### config.mk
export PLATFORM = sky130hd
export DESIGN_NAME = oflow_mem_buffer_fsm_read
export DESIGN_NICKNAME = d
export VERILOG_FILES = /design/src/rtl/oflow_mem_buffer_pkg.sv /design/src/rtl/oflow_mem_buffer_fsm_read.sv
export SDC_FILE = /design/constraint.sdc
export NUM_CORES = 1
export LEC_CHECK = 0
export BUFFER_PORTS_ARGS = -buffer_cell sky130_fd_sc_hd__clkbuf_2
export CORE_ASPECT_RATIO = 0.7
export CORE_MARGIN = 4
export CORE_UTILIZATION = 45
export CTS_BUF_LIST = sky130_fd_sc_hd__clkbuf_2
export DETAILED_ROUTE_END_ITERATION = 12
export PLACE_DENSITY = 0.86
export SETUP_SLACK_MARGIN = 0.2
export SYNTH_ARGS = -nofsm -noshare
export SYNTH_HDL_FRONTEND = slang
export SYNTH_SLANG_ARGS = --single-unit
### constraint.sdc
create_clock -name clk -period 2.25 [get_ports clk]
set_input_delay 0.1125 -clock clk [delete_from_list [all_inputs] [get_ports clk]]
set_output_delay 0.1125 -clock clk [all_outputs]
set_load 0.05 [all_outputs]
### src/rtl/oflow_mem_buffer_pkg.sv
// Shared definitions for the MEM buffer read path. The core FSMs and the
// buffer-side responder import these so that widths and state names stay aligned.
package oflow_mem_buffer_pkg;

  localparam int MEM_ADDR_LEN    = 8;
  localparam int MEM_DATA_LEN    = 64;
  // Line count carried alongside the buffer address (0..2**MEM_ADDR_LEN)
  localparam int REMAIN_BBOX_LEN = MEM_ADDR_LEN + 1;

  typedef enum logic [2:0] {
    idle_st,
    rd_st,
    wait_st,
    valid_st,
    done_st
  } rd_state_t;

endpackage

### src/rtl/oflow_mem_buffer_fsm_read.sv
// Buffer-side read responder: walks the MEM buffer one line per core
// acknowledge, presents each record to the PEs and pulses done_read at the end.
module oflow_mem_buffer_fsm_read
  import oflow_mem_buffer_pkg::*;
#(
  parameter int ADDR_LEN = MEM_ADDR_LEN,
  parameter int DATA_LEN = MEM_DATA_LEN
) (
  input  logic                clk,
  input  logic                reset,
  input  logic                start_read,
  input  logic                read_new_line,
  input  logic [ADDR_LEN:0]   num_of_lines,
  output logic                mem_rd_en,
  output logic [ADDR_LEN-1:0] mem_addr,
  input  logic [DATA_LEN-1:0] mem_rd_data,
  output logic [DATA_LEN-1:0] data_out,
  output logic                data_valid,
  output logic                done_read,
  output logic                busy
);

  rd_state_t           state, next_state;
  logic [ADDR_LEN-1:0] last_line, last_line_d;
  logic [ADDR_LEN-1:0] mem_addr_d;
  logic                mem_rd_en_d;
  logic                data_valid_d;
  logic                done_read_d;
  logic                capture;

  always_ff @(posedge clk or posedge reset) begin
    if (reset) begin
      state      <= idle_st;
      last_line  <= '0;
      mem_addr   <= '0;
      mem_rd_en  <= 1'b0;
      data_out   <= '0;
      data_valid <= 1'b0;
      done_read  <= 1'b0;
      busy       <= 1'b0;
    end else begin
      state      <= next_state;
      last_line  <= last_line_d;
      mem_addr   <= mem_addr_d;
      mem_rd_en  <= mem_rd_en_d;
      data_valid <= data_valid_d;
      done_read  <= done_read_d;
      busy       <= (next_state != idle_st);
      if (capture) begin
        data_out <= mem_rd_data;
      end
    end
  end

  // Register inputs are computed here so every output leaves a flop
  always_comb begin
    next_state   = state;
    last_line_d  = last_line;
    mem_addr_d   = mem_addr;
    mem_rd_en_d  = 1'b0;
    data_valid_d = data_valid;
    done_read_d  = 1'b0;
    capture      = 1'b0;

    case (state)
      idle_st: begin
        if (start_read) begin
          if (num_of_lines != '0) begin
            // num_of_lines = 2**ADDR_LEN truncates to 0, so last_line wraps to all-ones
            last_line_d = num_of_lines[ADDR_LEN-1:0] - ADDR_LEN'(1);
            mem_addr_d  = '0;
            mem_rd_en_d = 1'b1;
            next_state  = rd_st;
          end else begin
            done_read_d = 1'b1;
            next_state  = done_st;
          end
        end
      end

      rd_st: begin
        next_state = wait_st;
      end

      wait_st: begin
        capture      = 1'b1;
        data_valid_d = 1'b1;
        next_state   = valid_st;
      end

      valid_st: begin
        if (read_new_line) begin
          data_valid_d = 1'b0;
          if (mem_addr == last_line) begin
            done_read_d = 1'b1;
            next_state  = done_st;
          end else begin
            mem_addr_d  = mem_addr + ADDR_LEN'(1);
            mem_rd_en_d = 1'b1;
            next_state  = rd_st;
          end
        end
      end

      done_st: begin
        next_state = idle_st;
      end

      default: begin
        next_state = idle_st;
      end
    endcase
  end

endmodule
==> key figures <==
Place
  • Cell total after placement: 511
  • Placement Setup Slack: 0.322 ns
  • Routability congestion estimate from global placement: 0.824
  • Placed wire-length estimate after detailed placement: 6.24 mm
  • Number of buffers added on ports: 152

Yosys
  • Most used DFF post-synth: sky130_fd_sc_hd__dfrtp_1
  • Proportion of synthesized chip area in sequential cells: 59.3%
  • Most frequent cells after synthesis: sky130_fd_sc_hd__dfrtp_1 (87), sky130_fd_sc_hd__mux2_2 (64), sky130_fd_sc_hd__nor2_1 (14)
  • Most frequent cell after synthesis: sky130_fd_sc_hd__dfrtp_1
  • Unique masters post-synth: 34
  • Asr flop ratio synth: 100%
  • Synth Register Bits: 87
  • Cell area after technology mapping: 0.00367 sq mm
  • Average footprint of a synthesized cell: 14.0 sq um
  • Number of standard cells after synthesis: 262
  • Post-synth top area share: 59.3%
  • Main area contributors after synthesis: sky130_fd_sc_hd__dfrtp_1 (59%), sky130_fd_sc_hd__mux2_2 (20%), sky130_fd_sc_hd__xor2_1 (2.9%)
  • Top cell type by total area after synthesis: sky130_fd_sc_hd__dfrtp_1
  • Net count after synthesis: 342
  • Number of enable flip-flop cells after synthesis: 0
  • Number of warning messages in the yosys log: 0

GRT
  • Maximum number of pins on one net before global-route repair: 55
  • Congestion Overflow GR: 0
  • Antenna violations before repair: 0
  • Vias in the first global route: 3347
  • First-pass GRT wire length: 16.1 mm
  • Overall track demand over capacity in global routing: 21.3%

Timing
  • Fmax: 0.505 GHz
  • Number of max-slew violations in the final report: 0
  • Actual slew at the worst max-slew pin: 0.671 ns
  • Minimum hold slack: 0.180 ns
  • Setup TNS: 0 ns
  • Max-slew headroom: 54.8%
  • Min cycle time layout: 1.98 ns
  • Setup repair after global routing missed its margin: false
  • Final critical-path share of the clock period: 88.0%
  • Setup WS post-layout: 0.269 ns
  • Number of endpoints failing setup at the final stage: 0
  • Layout Skew: 0.0173 ns
  • Final count of hold timing violations: 0

Routing
  • Wire length per cell: 16.5 microns
  • Drt via density: 4.92
  • DR iter-0 viols: 196
  • Via total after detailed routing: 2982
  • Post-DRT Antenna Nets: 0
  • Post-detailed-route DRC marker count: 0
  • Detailed-route wire length: 10.0 mm
  • First-pass DRT Iterations: 4

Worst setup path
  • Crit path buf inv count: 1
  • Critical path endpoint category: register
  • Type of the worst setup path: reg -> reg
  • Reg-to-reg critical path endpoint: mem_addr[4]$_DFFE_PP0P_
  • Launch point of the worst reg-to-reg path: state[0]$_DFF_PP0_
  • Worst path max stage delay: 0.58 ns
  • Setup slack, reg-to-reg: 0.27 ns
  • Startpoint class of the critical path: register
  • Cell family with most CP delay: simple AND/OR/NAND/NOR gates
  • Required time at the endpoint of the critical path: 2.67 ns
  • Cell-by-cell listing of the critical path: or4b_4, a21oi_2, buf_4, nand2b_1, mux2i_1
  • Crit path max-delay cell type: sky130_fd_sc_hd__or4b_4
  • Worst endpoint data arrival time: 2.40 ns
  • Largest fanout on the critical path: 9
  • R2R cell count: 5

Cells and area
  • Number of inserted filler cells in the final layout: 529
  • Number of antenna repair diodes: 0
  • Net total in the final layout: 581
  • Non-filler cells, final: 606
  • Fraction of final layout cells with drive strength greater than 1: 50.5%
  • Area overhead of the layout relative to synthesis: 50.5%

Power
  • Worst supply voltage drop on vdd: 1.27 mV
  • PwrDens: 1580 mW/mm^2
  • Leakage power: 2.62 nW
  • Post-layout total power: 0.00872 W

Floorplan
  • Core area: 0.00791 sq mm
  • Die extent in y: 83.6 microns
  • Placement Rows: 27
  • # IOs: 153
  • Die ar.: 0.00969 sq mm
  • Die width: 116 microns
  • Initial Utilization: 46.5%

Min path
  • Min-Delay Path Class: in -> async

Clocking
  • Post-CTS Repair Setup Buffers: 0
  • Clock Latency Late Sink: 0.53 ns
  • Number of buffers added by the clock tree synthesis step: 9
  • Post-CTS clock slew at the launch and capture registers of the worst setup and hold paths: 0.22 ns
  • Number of clock sinks: 87
  • Cell chosen for the clock root: sky130_fd_sc_hd__clkbuf_2
  • Clock H-tree levels: 3
  • Max Buffers Root-to-Sink: 2
  • TritonCTS clock tree: built

Run
  • Max capacitance violation total: 0

Run status
  • Status: finished, final reports clean
[report_power, final]
group / switching (W) / internal [W]
Sequential: 0.000485 / 0.00230
Combinational: 0.00345 / 0.00153
Clock: 0.000490 / 0.000471
Total: 0.00442 / 0.00430
[worst max-delay path by stage]
stage                             from                      end  slack, ns  cells past startpoint
3_5_place_dp        state[0]$_DFF_PP0_  mem_addr[4]$_DFFE_PP0P_       0.32                      5
2_1_floorplan  mem_addr[3]$_DFFE_PP0P_  mem_addr[4]$_DFFE_PP0P_       0.36                      5
6_report            state[0]$_DFF_PP0_  mem_addr[4]$_DFFE_PP0P_       0.27                      5
3_3_place_gp        state[0]$_DFF_PP0_  mem_addr[4]$_DFFE_PP0P_       0.41                      5
4_1_cts             state[0]$_DFF_PP0_  mem_addr[4]$_DFFE_PP0P_       0.30                      5
5_1_grt             state[0]$_DFF_PP0_  mem_addr[4]$_DFFE_PP0P_       0.23                      5
[worst min-delay path, cell delays in order]
cell	delay, ns
sky130_fd_sc_hd__dlygate4sd3_1	0.53
sky130_fd_sc_hd__clkbuf_2	0.12
sky130_fd_sc_hd__clkinvlp_4	0.44
[stage by stage]
step / area, sq um / util, %
after global placement: 4580 / 57.9
after CTS: 5530 / 69.9
final: 5530 / 69.9
after detailed placement: 4580 / 57.9
after floorplan: 3680 / -
after global routing: 5530 / 69.9
[cell type report]
type                            count  area [sq um]  share of cell area [%]
Clock buffer                       10          50.0                   0.906
Clock inverter                      5          97.6                    1.77
Inverter                            5          22.5                   0.408
Multi-Input combinational cell    160          1420                    25.7
Sequential cell                    87          2180                    39.4
Tap cell                          101           126                    2.29
Timing Repair Buffer              238          1630                    29.5
[cells by family (layout without fill, tap and decap cells)]
kind of cell	Yosys count	after routing	share of synthesized area [%]
buffers and inverters	15	258	2.18
AND/OR/NAND/NOR	48	48	7.36
multiplexers	67	67	20.4
AO/OA/AOI/OAI	26	26	5.89
XOR/XNOR	16	16	3.82
flip-flops	87	87	59.3
adder cells (fa/ha/maj)	3	3	1.02
[metal layers]
layer,global-route usage (%),vias up,wire (microns)
met1,22.4,1442,3740
met3,7.46,15,822
met5,0,-,0
met4,6.22,0,174
li1,-,1395,-
met2,39.6,130,5260
[timing repair]
action                                 CTS  global route
setup endpoints to repair                0             0
hold buffers                            80             0
endpoints found under the hold margin  109             0
gates resized for setup                  0             0
[placed cells by master, fill, tap and decap left out, drive strengths merged, types with 2 or more instances in the layout]
cell and instances:
o21ai 4, nand2 13, ha 3, xnor2 4, nand2b 4, mux2 64, nor4 3, dlygate4sd3 80
nor3 2, xor2 12, inv 4, mux2i 3, a21oi 10, nor2 16, nand4 3, o22ai 2
dfrtp 87, clkbuf 162, clkinv 2, a2111oi 4, bufinv 3, buf 6, a31oi 3
[state kept, by name, summed over array words and instances, names as in the netlist]
signal      cells
busy            1
data_out       64
data_valid      1
done_read       1
last_line       8
mem_addr        8
mem_rd_en       1
state           3
(Power assumes the default switching activity.)
